<file path="src/rtl/mouse_pkg.sv">
// ============================================================================
// Module      : mouse_pkg
// Description : Shared types and default constants for the mouse event
//               path (event controller, cursor drawer).
// Revision    : 1.0 - initial release
// ============================================================================
`default_nettype none

package mouse_pkg;

   // Default configuration shared by mouse_event_ctrl and draw_mouse
   localparam int MOUSE_N_BTN        = 2;
   localparam int MOUSE_POS_W        = 12;
   localparam int MOUSE_DEBOUNCE_CYC = 16;
   localparam int MOUSE_H_MAX        = 799;
   localparam int MOUSE_V_MAX        = 599;

   // Per-button debounce state, explicitly encoded on two bits
   typedef enum logic [1:0] {
      IDLE       = 2'd0,
      PRESS_PEND = 2'd1,
      HELD       = 2'd2,
      REL_PEND   = 2'd3
   } btn_state_t;

endpackage

`default_nettype wire

</file>
<file path="src/rtl/btn_debounce.sv">
// ============================================================================
// Module      : btn_debounce
// Description : Single-button 2-FF synchroniser plus debounce FSM with a
//               saturating stability counter. Emits debounced level and
//               one-cycle press/release pulses, plus press_pre, which is
//               the value btn_press will take on the next clock.
// Revision    : 1.0 - initial release
// ============================================================================
`default_nettype none

module btn_debounce
   import mouse_pkg::*;
#(
   parameter int DEBOUNCE_CYC = MOUSE_DEBOUNCE_CYC
)
(
   input  logic clk,
   input  logic rst,
   input  logic btn_raw,
   output logic btn_level,
   output logic btn_press,
   output logic btn_release,
   output logic press_pre
);

   localparam int                c_cnt_w   = $clog2(DEBOUNCE_CYC + 1);
   localparam logic [c_cnt_w-1:0] c_cnt_max = c_cnt_w'(DEBOUNCE_CYC);
   localparam logic [c_cnt_w-1:0] c_cnt_one = c_cnt_w'(1);
   localparam logic [c_cnt_w-1:0] c_cnt_zero = '0;

   logic               r_meta;
   logic               r_sync;
   btn_state_t         r_state;
   btn_state_t         w_state_nxt;
   logic [c_cnt_w-1:0] r_cnt;
   logic [c_cnt_w-1:0] w_cnt_nxt;
   logic [c_cnt_w-1:0] w_cnt_inc;
   logic               r_rel_pre;

   // Bring the raw level into the clock domain through two flops
   always_ff @(posedge clk or negedge rst) begin
      if (!rst) begin
         r_meta <= 1'b0;
         r_sync <= 1'b0;
      end else begin
         r_meta <= btn_raw;
         r_sync <= r_meta;
      end
   end

   // Counter never wraps: it holds at the acceptance threshold
   assign w_cnt_inc = (r_cnt == c_cnt_max) ? r_cnt : r_cnt + c_cnt_one;

   // Next-state logic: a level change is accepted only after DEBOUNCE_CYC
   // consecutive agreeing samples; any contrary sample aborts the attempt
   always_comb begin
      w_state_nxt = r_state;
      w_cnt_nxt   = r_cnt;
      case (r_state)
         IDLE: begin
            if (r_sync) begin
               w_state_nxt = PRESS_PEND;
               w_cnt_nxt   = c_cnt_one;
            end
         end
         PRESS_PEND: begin
            if (r_sync) begin
               w_cnt_nxt = w_cnt_inc;
               if (w_cnt_inc == c_cnt_max) begin
                  w_state_nxt = HELD;
               end
            end else begin
               w_state_nxt = IDLE;
               w_cnt_nxt   = c_cnt_zero;
            end
         end
         HELD: begin
            if (!r_sync) begin
               w_state_nxt = REL_PEND;
               w_cnt_nxt   = c_cnt_one;
            end
         end
         REL_PEND: begin
            if (!r_sync) begin
               w_cnt_nxt = w_cnt_inc;
               if (w_cnt_inc == c_cnt_max) begin
                  w_state_nxt = IDLE;
                  w_cnt_nxt   = c_cnt_zero;
               end
            end else begin
               w_state_nxt = HELD;
            end
         end
         default: begin
            w_state_nxt = IDLE;
            w_cnt_nxt   = c_cnt_zero;
         end
      endcase
   end

   // State and counter registers
   always_ff @(posedge clk or negedge rst) begin
      if (!rst) begin
         r_state <= IDLE;
         r_cnt   <= c_cnt_zero;
      end else begin
         r_state <= w_state_nxt;
         r_cnt   <= w_cnt_nxt;
      end
   end

   // Edge flags are registered twice so the pulses appear the cycle after
   // the debounced transition; press_pre exposes the first stage so the
   // event capture can load in the same cycle as btn_press
   always_ff @(posedge clk or negedge rst) begin
      if (!rst) begin
         press_pre   <= 1'b0;
         r_rel_pre   <= 1'b0;
         btn_press   <= 1'b0;
         btn_release <= 1'b0;
      end else begin
         press_pre   <= (r_state == PRESS_PEND) && (w_state_nxt == HELD);
         r_rel_pre   <= (r_state == REL_PEND) && (w_state_nxt == IDLE);
         btn_press   <= press_pre;
         btn_release <= r_rel_pre;
      end
   end

   assign btn_level = (r_state == HELD) || (r_state == REL_PEND);

endmodule

`default_nettype wire

</file>
<file path="src/rtl/mouse_event_ctrl.sv">
// ============================================================================
// Module      : mouse_event_ctrl
// Description : Button debounce, frame-latched cursor position and click
//               event capture with valid/ready handoff to the game FSM.
//               Optional macro MOUSE_CLAMP_EN clamps the stable position to
//               H_MAX/V_MAX before frame latch and event capture.
// Revision    : 1.0 - initial release
// ============================================================================
`default_nettype none

module mouse_event_ctrl
   import mouse_pkg::*;
#(
   parameter int N_BTN        = MOUSE_N_BTN,
   parameter int POS_W        = MOUSE_POS_W,
   parameter int DEBOUNCE_CYC = MOUSE_DEBOUNCE_CYC,
   parameter int H_MAX        = MOUSE_H_MAX,
   parameter int V_MAX        = MOUSE_V_MAX
)
(
   input  logic             clk,
   input  logic             rst,
   input  logic [N_BTN-1:0] btn_raw,
   input  logic [POS_W-1:0] xpos_in,
   input  logic [POS_W-1:0] ypos_in,
   input  logic             vsync,
   output logic [N_BTN-1:0] btn_level,
   output logic [N_BTN-1:0] btn_press,
   output logic [N_BTN-1:0] btn_release,
   output logic [POS_W-1:0] xpos_out,
   output logic [POS_W-1:0] ypos_out,
   output logic             evt_valid,
   input  logic             evt_ready,
   output logic [N_BTN-1:0] evt_btn,
   output logic [POS_W-1:0] evt_x,
   output logic [POS_W-1:0] evt_y,
   output logic             evt_ovf,
   input  logic             evt_ovf_clr
);

`ifdef MOUSE_CLAMP_EN
   localparam logic c_clamp_en = 1'b1;
`else
   localparam logic c_clamp_en = 1'b0;
`endif
   localparam logic [POS_W-1:0] c_x_lim = POS_W'(H_MAX);
   localparam logic [POS_W-1:0] c_y_lim = POS_W'(V_MAX);

   logic [N_BTN-1:0] w_press_pre;
   logic [POS_W-1:0] r_x_d;
   logic [POS_W-1:0] r_y_d;
   logic [POS_W-1:0] r_x_stab;
   logic [POS_W-1:0] r_y_stab;
   logic [POS_W-1:0] w_x_pos;
   logic [POS_W-1:0] w_y_pos;
   logic             r_vs_d;
   logic             r_vs_rise;
   logic             w_any_press;
   logic             w_drop;

   // One debouncer per button
   for (genvar i = 0; i < N_BTN; i++) begin : g_btn
      btn_debounce #(
         .DEBOUNCE_CYC (DEBOUNCE_CYC)
      ) u_deb (
         .clk         (clk),
         .rst         (rst),
         .btn_raw     (btn_raw[i]),
         .btn_level   (btn_level[i]),
         .btn_press   (btn_press[i]),
         .btn_release (btn_release[i]),
         .press_pre   (w_press_pre[i])
      );
   end

   // Accept a new position only when two consecutive samples agree, so a
   // multi-bit value caught mid-update is never used
   always_ff @(posedge clk or negedge rst) begin
      if (!rst) begin
         r_x_d    <= '0;
         r_y_d    <= '0;
         r_x_stab <= '0;
         r_y_stab <= '0;
      end else begin
         r_x_d <= xpos_in;
         r_y_d <= ypos_in;
         if ((xpos_in == r_x_d) && (ypos_in == r_y_d)) begin
            r_x_stab <= xpos_in;
            r_y_stab <= ypos_in;
         end
      end
   end

   // Optional clamp; without the macro the limits fold away as constants
   assign w_x_pos = (c_clamp_en && (r_x_stab > c_x_lim)) ? c_x_lim : r_x_stab;
   assign w_y_pos = (c_clamp_en && (r_y_stab > c_y_lim)) ? c_y_lim : r_y_stab;

   // Registered vsync rising-edge detect, then latch the position so the
   // cursor drawer sees one value for the whole frame
   always_ff @(posedge clk or negedge rst) begin
      if (!rst) begin
         r_vs_d    <= 1'b0;
         r_vs_rise <= 1'b0;
         xpos_out  <= '0;
         ypos_out  <= '0;
      end else begin
         r_vs_d    <= vsync;
         r_vs_rise <= vsync & ~r_vs_d;
         if (r_vs_rise) begin
            xpos_out <= w_x_pos;
            ypos_out <= w_y_pos;
         end
      end
   end

   assign w_any_press = |w_press_pre;
   assign w_drop      = w_any_press && evt_valid && !evt_ready;

   // Capture a click when the slot is free or being consumed this cycle;
   // payload is left untouched on consumption
   always_ff @(posedge clk or negedge rst) begin
      if (!rst) begin
         evt_valid <= 1'b0;
         evt_btn   <= '0;
         evt_x     <= '0;
         evt_y     <= '0;
      end else if (w_any_press && (!evt_valid || evt_ready)) begin
         evt_valid <= 1'b1;
         evt_btn   <= w_press_pre;
         evt_x     <= w_x_pos;
         evt_y     <= w_y_pos;
      end else if (evt_valid && evt_ready) begin
         evt_valid <= 1'b0;
      end
   end

   // Sticky drop flag; a drop in the clearing cycle keeps it set
   always_ff @(posedge clk or negedge rst) begin
      if (!rst) begin
         evt_ovf <= 1'b0;
      end else if (w_drop) begin
         evt_ovf <= 1'b1;
      end else if (evt_ovf_clr) begin
         evt_ovf <= 1'b0;
      end
   end

endmodule

`default_nettype wire

</file>
<file path="config.mk">
export PLATFORM = sky130hd
export DESIGN_NAME = mouse_event_ctrl
export DESIGN_NICKNAME = d
export VERILOG_FILES = /design/src/rtl/mouse_pkg.sv /design/src/rtl/btn_debounce.sv /design/src/rtl/mouse_event_ctrl.sv
export SDC_FILE = /design/constraint.sdc
export NUM_CORES = 1
export LEC_CHECK = 0
export CAP_MARGIN = 40
export CELL_PAD_IN_SITES_DETAIL_PLACEMENT = 0
export CELL_PAD_IN_SITES_GLOBAL_PLACEMENT = 1
export CORE_MARGIN = 2
export CORE_UTILIZATION = 39
export CTS_CLUSTER_DIAMETER = 50
export DETAILED_ROUTE_END_ITERATION = 8
export PLACE_DENSITY = 0.81
export SKIP_CTS_REPAIR_TIMING = 1
export SKIP_LAST_GASP = 1
export SYNTH_ARGS = -nofsm -noshare
export SYNTH_HDL_FRONTEND = slang
export SYNTH_SLANG_ARGS = --single-unit
</file>
<file path="constraint.sdc">
create_clock -name clk -period 2.1 [get_ports clk]
set_input_delay 0.315 -clock clk [delete_from_list [all_inputs] [get_ports clk]]
set_output_delay 0.315 -clock clk [all_outputs]
set_load 0.005 [all_outputs]
</file>
After elaboration in Yosys (flattened, before gate mapping) --
Cells that the tools add are included.
Operators by class: $lt $le $gt $ge 0, eq/ne operators 20, add/subtract/negate cells 2, reduce and logical (&&, ||, !) cells 23, mux-type cells 32, multiply operators 0, divide/modulo/power cells 0, shift-type cells 0, bitwise operators 2
Operators with widths (count):
- $mux W5 | 12
- $pmux W5 S4 | 2
- $eq A12 B12 Y1 | 2
- $mux W2 | 12
- $eq A5 B5 Y1 const B | 4
- $pmux W2 S4 | 2
- $eq A2 B2 Y1 const B | 6
- $add A5 B1 Y5 const B | 2
- $logic_and A1 B1 Y1 | 9
- $logic_not A2 Y1 | 4
- $ne A2 B2 Y1 const B | 4
- $reduce_and A3 Y1 | 2
- $eq A2 B1 Y1 const B | 2
- $mux W1 | 4
- $ne A2 B1 Y1 const B | 2
- $reduce_bool A2 Y1 | 2
- $logic_or A1 B1 Y1 | 3
- $logic_not A1 Y1 | 2
- $reduce_or A2 Y1 | 1
- $and A1 B1 Y1 | 1
- $not A1 Y1 | 1
Storage, ports and cells: memory bits (read-only) 0, bits in registers 128, memories kept 0, logic and storage cells 108, bits in latches 0, bits of input ports 31, bits in writable memories 0

Logic depth before layout (Yosys ltp) --
Gate-level depths: netlist of the first run.
depth after elaboration 8, mapped depth 7

By module --
A second synthesis of the first run with hierarchy kept.
Unflattened totals: cells, all modules 365, area total of the unflattened synthesis 5266.3 um2
By module, submodules not included:
- mouse_event_ctrl | instances 1, cells each 227, area an instance 3809.9 um2
- btn_debounce | instances 2, cells each 69, area an instance 728.2 um2

Least setup slack after synthesis of the first run --
OpenSTA, ideal clock, no wires.
path kind register to register, start register g_btn[1].u_deb.r_cnt[0], end register g_btn[1].u_deb.r_state[1], library setup time 0.128 ns, path slack -0.026 ns, data arrival time 1.998 ns, path buffers 0, stages on the path, launching flop included 8, required time 1.972 ns, cell sequence dfrtp_1 inv_1 ha_1 and4bb_2 xnor2_1 or4b_4 nor2_4 mux2_1
On the way: word-level cells in the longest chain between the ends 6, elaborated cells on any way between the ends 9
Ends and longest elaborated chain:
- from (decl) | RTL line btn_debounce.sv:35 | logic [c_cnt_w-1:0] r_cnt;
- from (signal assigned) | RTL line btn_debounce.sv:105 | r_cnt <= c_cnt_zero;
- from (signal assigned) | RTL line btn_debounce.sv:108 | r_cnt <= w_cnt_nxt;
- $add A5 B1 Y5 / $eq A5 B5 Y1 (equally long branches) | RTL line btn_debounce.sv:52 | assign w_cnt_inc = (r_cnt == c_cnt_max) ? r_cnt : r_cnt + c_cnt_one;
- $mux W5 * | RTL line btn_debounce.sv:52
- $eq A5 B5 Y1 * | RTL line btn_debounce.sv:69, btn_debounce.sv:86
- $mux W2, on equally long branches | RTL line btn_debounce.sv:86, btn_debounce.sv:69
- $mux W2, on equally long branches | RTL line btn_debounce.sv:84, btn_debounce.sv:67
- $pmux W2 S4 * | RTL line btn_debounce.sv:59 | case (r_state)
- via g_btn[1].u_deb.w_state_nxt[1] | RTL line btn_debounce.sv:34 | btn_state_t w_state_nxt;
- to (signal assigned) | RTL line btn_debounce.sv:107 | r_state <= w_state_nxt;
- to (decl) | RTL line btn_debounce.sv:33 | btn_state_t r_state;
Mark *: on every way through the listed nets, which the timed path passes. The rest lies on a longest branch. A chain may end at the register's enable or synchronous reset.

Final worst setup path of the first run --
Same ends and word-level chain as after synthesis.

==> flow_summary.toml, run 1 <==
[clock_tree]
cts_sinks = 128
cts_tree = "built"
numCtsBuffers = 17
clk_pin_slew_worst_paths_ps = 50
cts_root_buf = "clkbuf_16"
cts_max_level = 4
clkLatencyLatePin_ps = 410
cts_buffer_depth = 2

[finish]
instances_no_fill = 655
n_fill_cell = 1068
drive_above_1_share_pct = 30.2
synthToLayoutAreaGrowth_pct = 37.1
regArea_um2 = 3200
fin_area_um2 = 6860
final_util_pct = 54.6
diodes = 0
final_cell_mix = "dfrtp_1 (128), clkdlybuf4s50_1 (87), mux2_2 (73), buf_4 (29), xnor2_1 (23)"
layout_commonest_cell = "dfrtp_1"
fin_nets = 505
multi_input_area_um2 = 1680

[power_and_ir_drop]
power_density_nw_per_um2 = 916
p_leak_uw = 0.00317
peakVddDrop_mv = 0.463

[sta]
grt_setup_unrepaired = "yes"
hold_viol_final = 0
min_period_ps = 2100
whs_ps = 345
fmax_mhz = 477
slew_violations = 0
maxSlewHeadroom_pct = 61.6
finClkSkew_ps = 6.41
fin_tns_setup_ps = 0
worstMarginPinSlew_ps = 576
setup_viol = 0
period_share_pct = 99.8

[global_routing]
grt_pass1_vias = 3199
antenna_found_initial = 0
track_usage_pct = 15.8
grt_start_max_net_pins = 49
grt_pass1_wl_um = 16300
gr-total-overflow = 0

[placement]
hpwl_um = 7080
io_buffers = 88
dp.cells = 619
post_dp_cell_area_um2 = 6250
routabilityCongestion = 0.783

[yosys]
synth_cells = 349
synth_fa_ha_area_share_pct = 1.20
async_reset_ff_share_pct = 100
yosysUniqueCellTypes = 37
syn_area_um2 = 5000
synth.mux.area_fraction_pct = 16.9
synthSimpleGateAreaFrac_pct = 5.98
syn_area_per_cell_um2 = 14.3
syn_nets = 384
ys_ff_latch = 128
synth_compound_gate_area_share_pct = 3.75
synth_edf_count = 0
synth-xor-area-share_pct = 5.43
synth_top_family_by_area = "multiplexers"
synth_ff_type = "dfrtp_1"
yosysWarnings = 0
seq_area_frac_synth_pct = 64.1

[die]
fp-row-count = 41
die_y_um = 117
coreArea_um2 = 12600
start_util_pct = 39.8
dieArea_um2 = 13700
fp.dieW_um = 117
io_pins = 89

[setup_path]
worst-setup-path-type = "flop to flop"
rrSetupSlack_ps = 4
critPathLaunchType = "flop"
path_max_fanout = 3
endpoint_kind = "flop"
cp.arrival_ps = 2390
cp.required_ps = 2390

[worst_hold_path]
hp-class = "input port to flop"

[run]
drv_cap = 0

[drt]
postRouteAntennaNets = 0
vias = 3132
drtIter0Drc = 101
totalWireLength_um = 10100
drc = 0
avgViaCountPerCell = 4.78
routedWlPerCell_um = 15.4
first_pass_iters = 4

[run_status]
status = "finished clean"
==> path summary, 6_finish.rpt <==
path	depth (start not counted)	start	end
max in group asynchronous	3	rst	ypos_out[2]
min in group asynchronous	2	rst	r_y_stab[11]
hold reg to reg	0	g_btn[1].u_deb.r_rel_pre	g_btn[1].u_deb.btn_release
hold / removal	1	btn_raw[1]	g_btn[1].u_deb.r_meta
setup reg to reg	7	g_btn[1].u_deb.r_cnt[0]	g_btn[1].u_deb.r_state[1]
setup / recovery	7	g_btn[1].u_deb.r_cnt[0]	g_btn[1].u_deb.r_state[1]
==> per-layer routing <==
metal / part of all wire (%) / GRT usage (%)
met5: 0 / 0
met4: 1.5 / 6.35
met3: 5.8 / 4.84
met2: 49 / 25.6
met1: 44 / 19.8
==> final cells by class <==
cell class / instances / share of cell area [%]
clock buffer: 21 / 6.72
clock inverter: 11 / 1.31
inverter: 12 / 0.657
multi-input combinational: 191 / 24.6
sequential: 128 / 46.7
tap: 172 / 3.14
timing repair buffer: 120 / 16.9
==> flip-flops by register name (all words and copies together), names as in the netlist, 2 cells and up <==
register,count
evt_x,12
evt_btn,2
r_y_stab,12
g_btn.u_deb.r_meta,2
evt_y,12
r_x_stab,12
r_x_d,12
r_y_d,12
g_btn.u_deb.press_pre,2
g_btn.u_deb.r_state,4
xpos_out,12
g_btn.u_deb.btn_press,2
ypos_out,12
g_btn.u_deb.btn_release,2
g_btn.u_deb.r_sync,2
g_btn.u_deb.r_rel_pre,2
g_btn.u_deb.r_cnt,10
==> synthesized netlist by cell type, drive strengths merged (2+ instances only) <==
master,count,area (µm²)
xor2,8,70.1
a221oi,4,35.0
o21ai,2,10.0
and2,3,18.8
nor2,9,41.3
xnor2,23,201
nor2b,7,43.8
nand4,4,25.0
nor4,3,18.8
o22ai,5,31.3
inv,12,45.0
a22oi,4,30.0
buf,6,45.0
a21oi,8,40.0
and4bb,2,25.0
nand3,7,35.0
ha,4,50.1
clkbuf,12,45.0
dfrtp,128,3200
nand2,10,37.5
mux2,74,833
==> through the flow <==
stage	setup WS, ps	power, µW
2_1_floorplan	15.5	3200
3_3_place_gp	-193	3520
3_5_place_dp	-187	3560
4_1_cts	-32.3	6280
5_1_grt	-72.7	6580
6_report	3.67	6280
==> power breakdown <==
part / internal, µW / switching (µW)
Clock: 1670 / 1020
Sequential: 2580 / 123
Combinational: 461 / 426
==> logic make-up after synthesis <==
kind of cell,after synthesis
AND/OR/NAND/NOR,52
flip-flops,128
XOR/XNOR,31
AO/OA/AOI/OAI,28
multiplexers,75
buffers and inverters,30
adder cells (fa/ha/maj),5
==> worst max-delay path: stages, from the launching register on <==
cell      delay [ps]
dfrtp_1          370
inv_2             60
ha_4             160
and4bb_2         240
xnor2_1          130
or4b_4           580
nor2_4           150
mux2_4           300
Power figures use the tool's default switching activity.
==> run 2, diff against run 1 <==
--- a/config.mk
+++ b/config.mk
@@ -10,3 +10,2 @@
 export CELL_PAD_IN_SITES_GLOBAL_PLACEMENT = 1
-export CORE_MARGIN = 2
 export CORE_UTILIZATION = 39
--- a/constraint.sdc
+++ b/constraint.sdc
@@ -3,2 +3,2 @@
 set_output_delay 0.315 -clock clk [all_outputs]
-set_load 0.005 [all_outputs]
+set_load 0.02 [all_outputs]
==> flow_summary.toml, run 2 (synthesis results as in run 1) <==
[die]
start_util_pct = 40.8
io_pins = 89
dieArea_um2 = 13300
die_y_um = 115
coreArea_um2 = 12300
fp.dieW_um = 115
fp-row-count = 40

[power_and_ir_drop]
pwr-share-comb_pct = 13.7
power.total_uw = 6410
p_seq_share_pct = 42.2
p_sw_share_pct = 23.8
intPower_uw = 4890
power_density_nw_per_um2 = 934
peakVddDrop_mv = 0.441
power.switching_uw = 1530
p_leak_uw = 0.00317
p_clk_share_pct = 44.2

[clock_tree]
cts_tree = "built"
clk_pin_slew_worst_paths_ps = 50
cts_root_buf = "clkbuf_16"
numCtsBuffers = 17
cts_sinks = 128
clkLatencyLatePin_ps = 410
cts_buffer_depth = 2
cts_max_level = 4

[sta]
setup_viol = 0
hold_viol_final = 0
whs_ps = 344
worstMarginPinSlew_ps = 561
min_period_ps = 2080
maxSlewHeadroom_pct = 62.6
grt_setup_unrepaired = "yes"
period_share_pct = 99.1
slew_violations = 0
finClkSkew_ps = 9.19
fmax_mhz = 481

[finish]
diodes = 0
final_cell_mix = "dfrtp_1 (128), clkdlybuf4s50_1 (87), mux2_2 (73), buf_4 (29), xnor2_1 (23)"
instances_no_fill = 650
drive_above_1_share_pct = 29.3
n_fill_cell = 1019
layout_commonest_cell = "dfrtp_1"
synthToLayoutAreaGrowth_pct = 37.3
fin_nets = 505

[setup_path]
r2r_cells = 7
endpoint_kind = "flop"
cp.arrival_ps = 2370
worst-setup-path-type = "flop to flop"
critPathLaunchType = "flop"
path_max_fanout = 3
cp.required_ps = 2390

[drt]
avgViaCountPerCell = 4.75
totalWireLength_um = 10100
first_pass_iters = 4
vias = 3086
drtIter0Drc = 149
routedWlPerCell_um = 15.5
postRouteAntennaNets = 0
drc = 0

[placement]
dp.cells = 614
hpwl_um = 6900
io_buffers = 88
routabilityCongestion = 0.771

[global_routing]
grt_pass1_vias = 3242
gr-total-overflow = 0
track_usage_pct = 16.6
grt_start_max_net_pins = 46
grt_pass1_wl_um = 16200
antenna_found_initial = 0

[run_status]
status = "finished clean"

[worst_hold_path]
hp-class = "flop to flop"
hold_depth = 0

[run]
drv_cap = 0
==> run 2: cell count changes in the layout (fill, tap and decap cells not counted), moves of 2 or more <==
cell	previous run	this run
clkinv_2	7	2
clkbuf_1	2	5
clkbuf_8	2	4
clkinv_4	2	0
==> run 2: path summary, 6_finish.rpt <==
path | start | to | slack [ps]
worst max-delay path | g_btn[1].u_deb.r_cnt[1] | g_btn[1].u_deb.r_state[1] | 20
worst min register to register | g_btn[1].u_deb.r_rel_pre | g_btn[1].u_deb.btn_release | 340
max in group asynchronous | rst | g_btn[1].u_deb.r_cnt[3] | 1000
worst max register to register | g_btn[1].u_deb.r_cnt[1] | g_btn[1].u_deb.r_state[1] | 20
min in group asynchronous | rst | xpos_out[5] | 450
worst min-delay path | g_btn[1].u_deb.r_rel_pre | g_btn[1].u_deb.btn_release | 340
==> run 2: per-layer routing <==
metal	GRT usage [%]	share of wire [%]	wire, µm
met1	20.9	46	4620
met2	26.0	47	4770
met3	7.17	6.1	612
met4	4.94	0.86	87
met5	0	0	0
==> run 2: final cells by class <==
class	instances	area, µm²	share of cell area, %
Clock inverter	5	77.6	1.13
Inverter	12	45.0	0.656
Timing Repair Buffer	120	1160	16.9
Tap cell	168	210	3.06
Clock buffer	26	499	7.27
Multi-Input combinational cell	191	1670	24.3
Sequential cell	128	3200	46.7
==> run 2: power by group through the flow <==
| stage | logic [µW] | registers (µW) | clock network, µW |
|---|---|---|---|
| 6_report | 877 | 2710 | 2830 |
| 3_3_place_gp | 810 | 2740 | 0 |
| 2_1_floorplan | 501 | 2720 | 0 |
| 4_1_cts | 833 | 2710 | 2890 |
| 5_1_grt | 964 | 2720 | 3020 |
| 3_5_place_dp | 828 | 2750 | 0 |
==> run 2: worst max-delay path, stage by stage, from the launching register on <==
cell and delay, ps:
dfrtp_1 340, inv_1 50, ha_2 180, and4bb_2 240
xnor2_1 120, or4b_4 570, nor2_4 160, mux2_4 300
==> run 2: metrics by stage <==
step,setup TNS (ps),worst slack (ps),instance area (µm²),utilization (%)
after CTS,-8.94,-8.94,6820,55.6
after floorplan,0,15.5,5000,-
after detailed placement,-5060,-229,6240,50.9
after global routing,-54.8,-54.8,6860,56.0
final,0,19.4,6860,56.0
after global placement,-3060,-133,6240,50.9
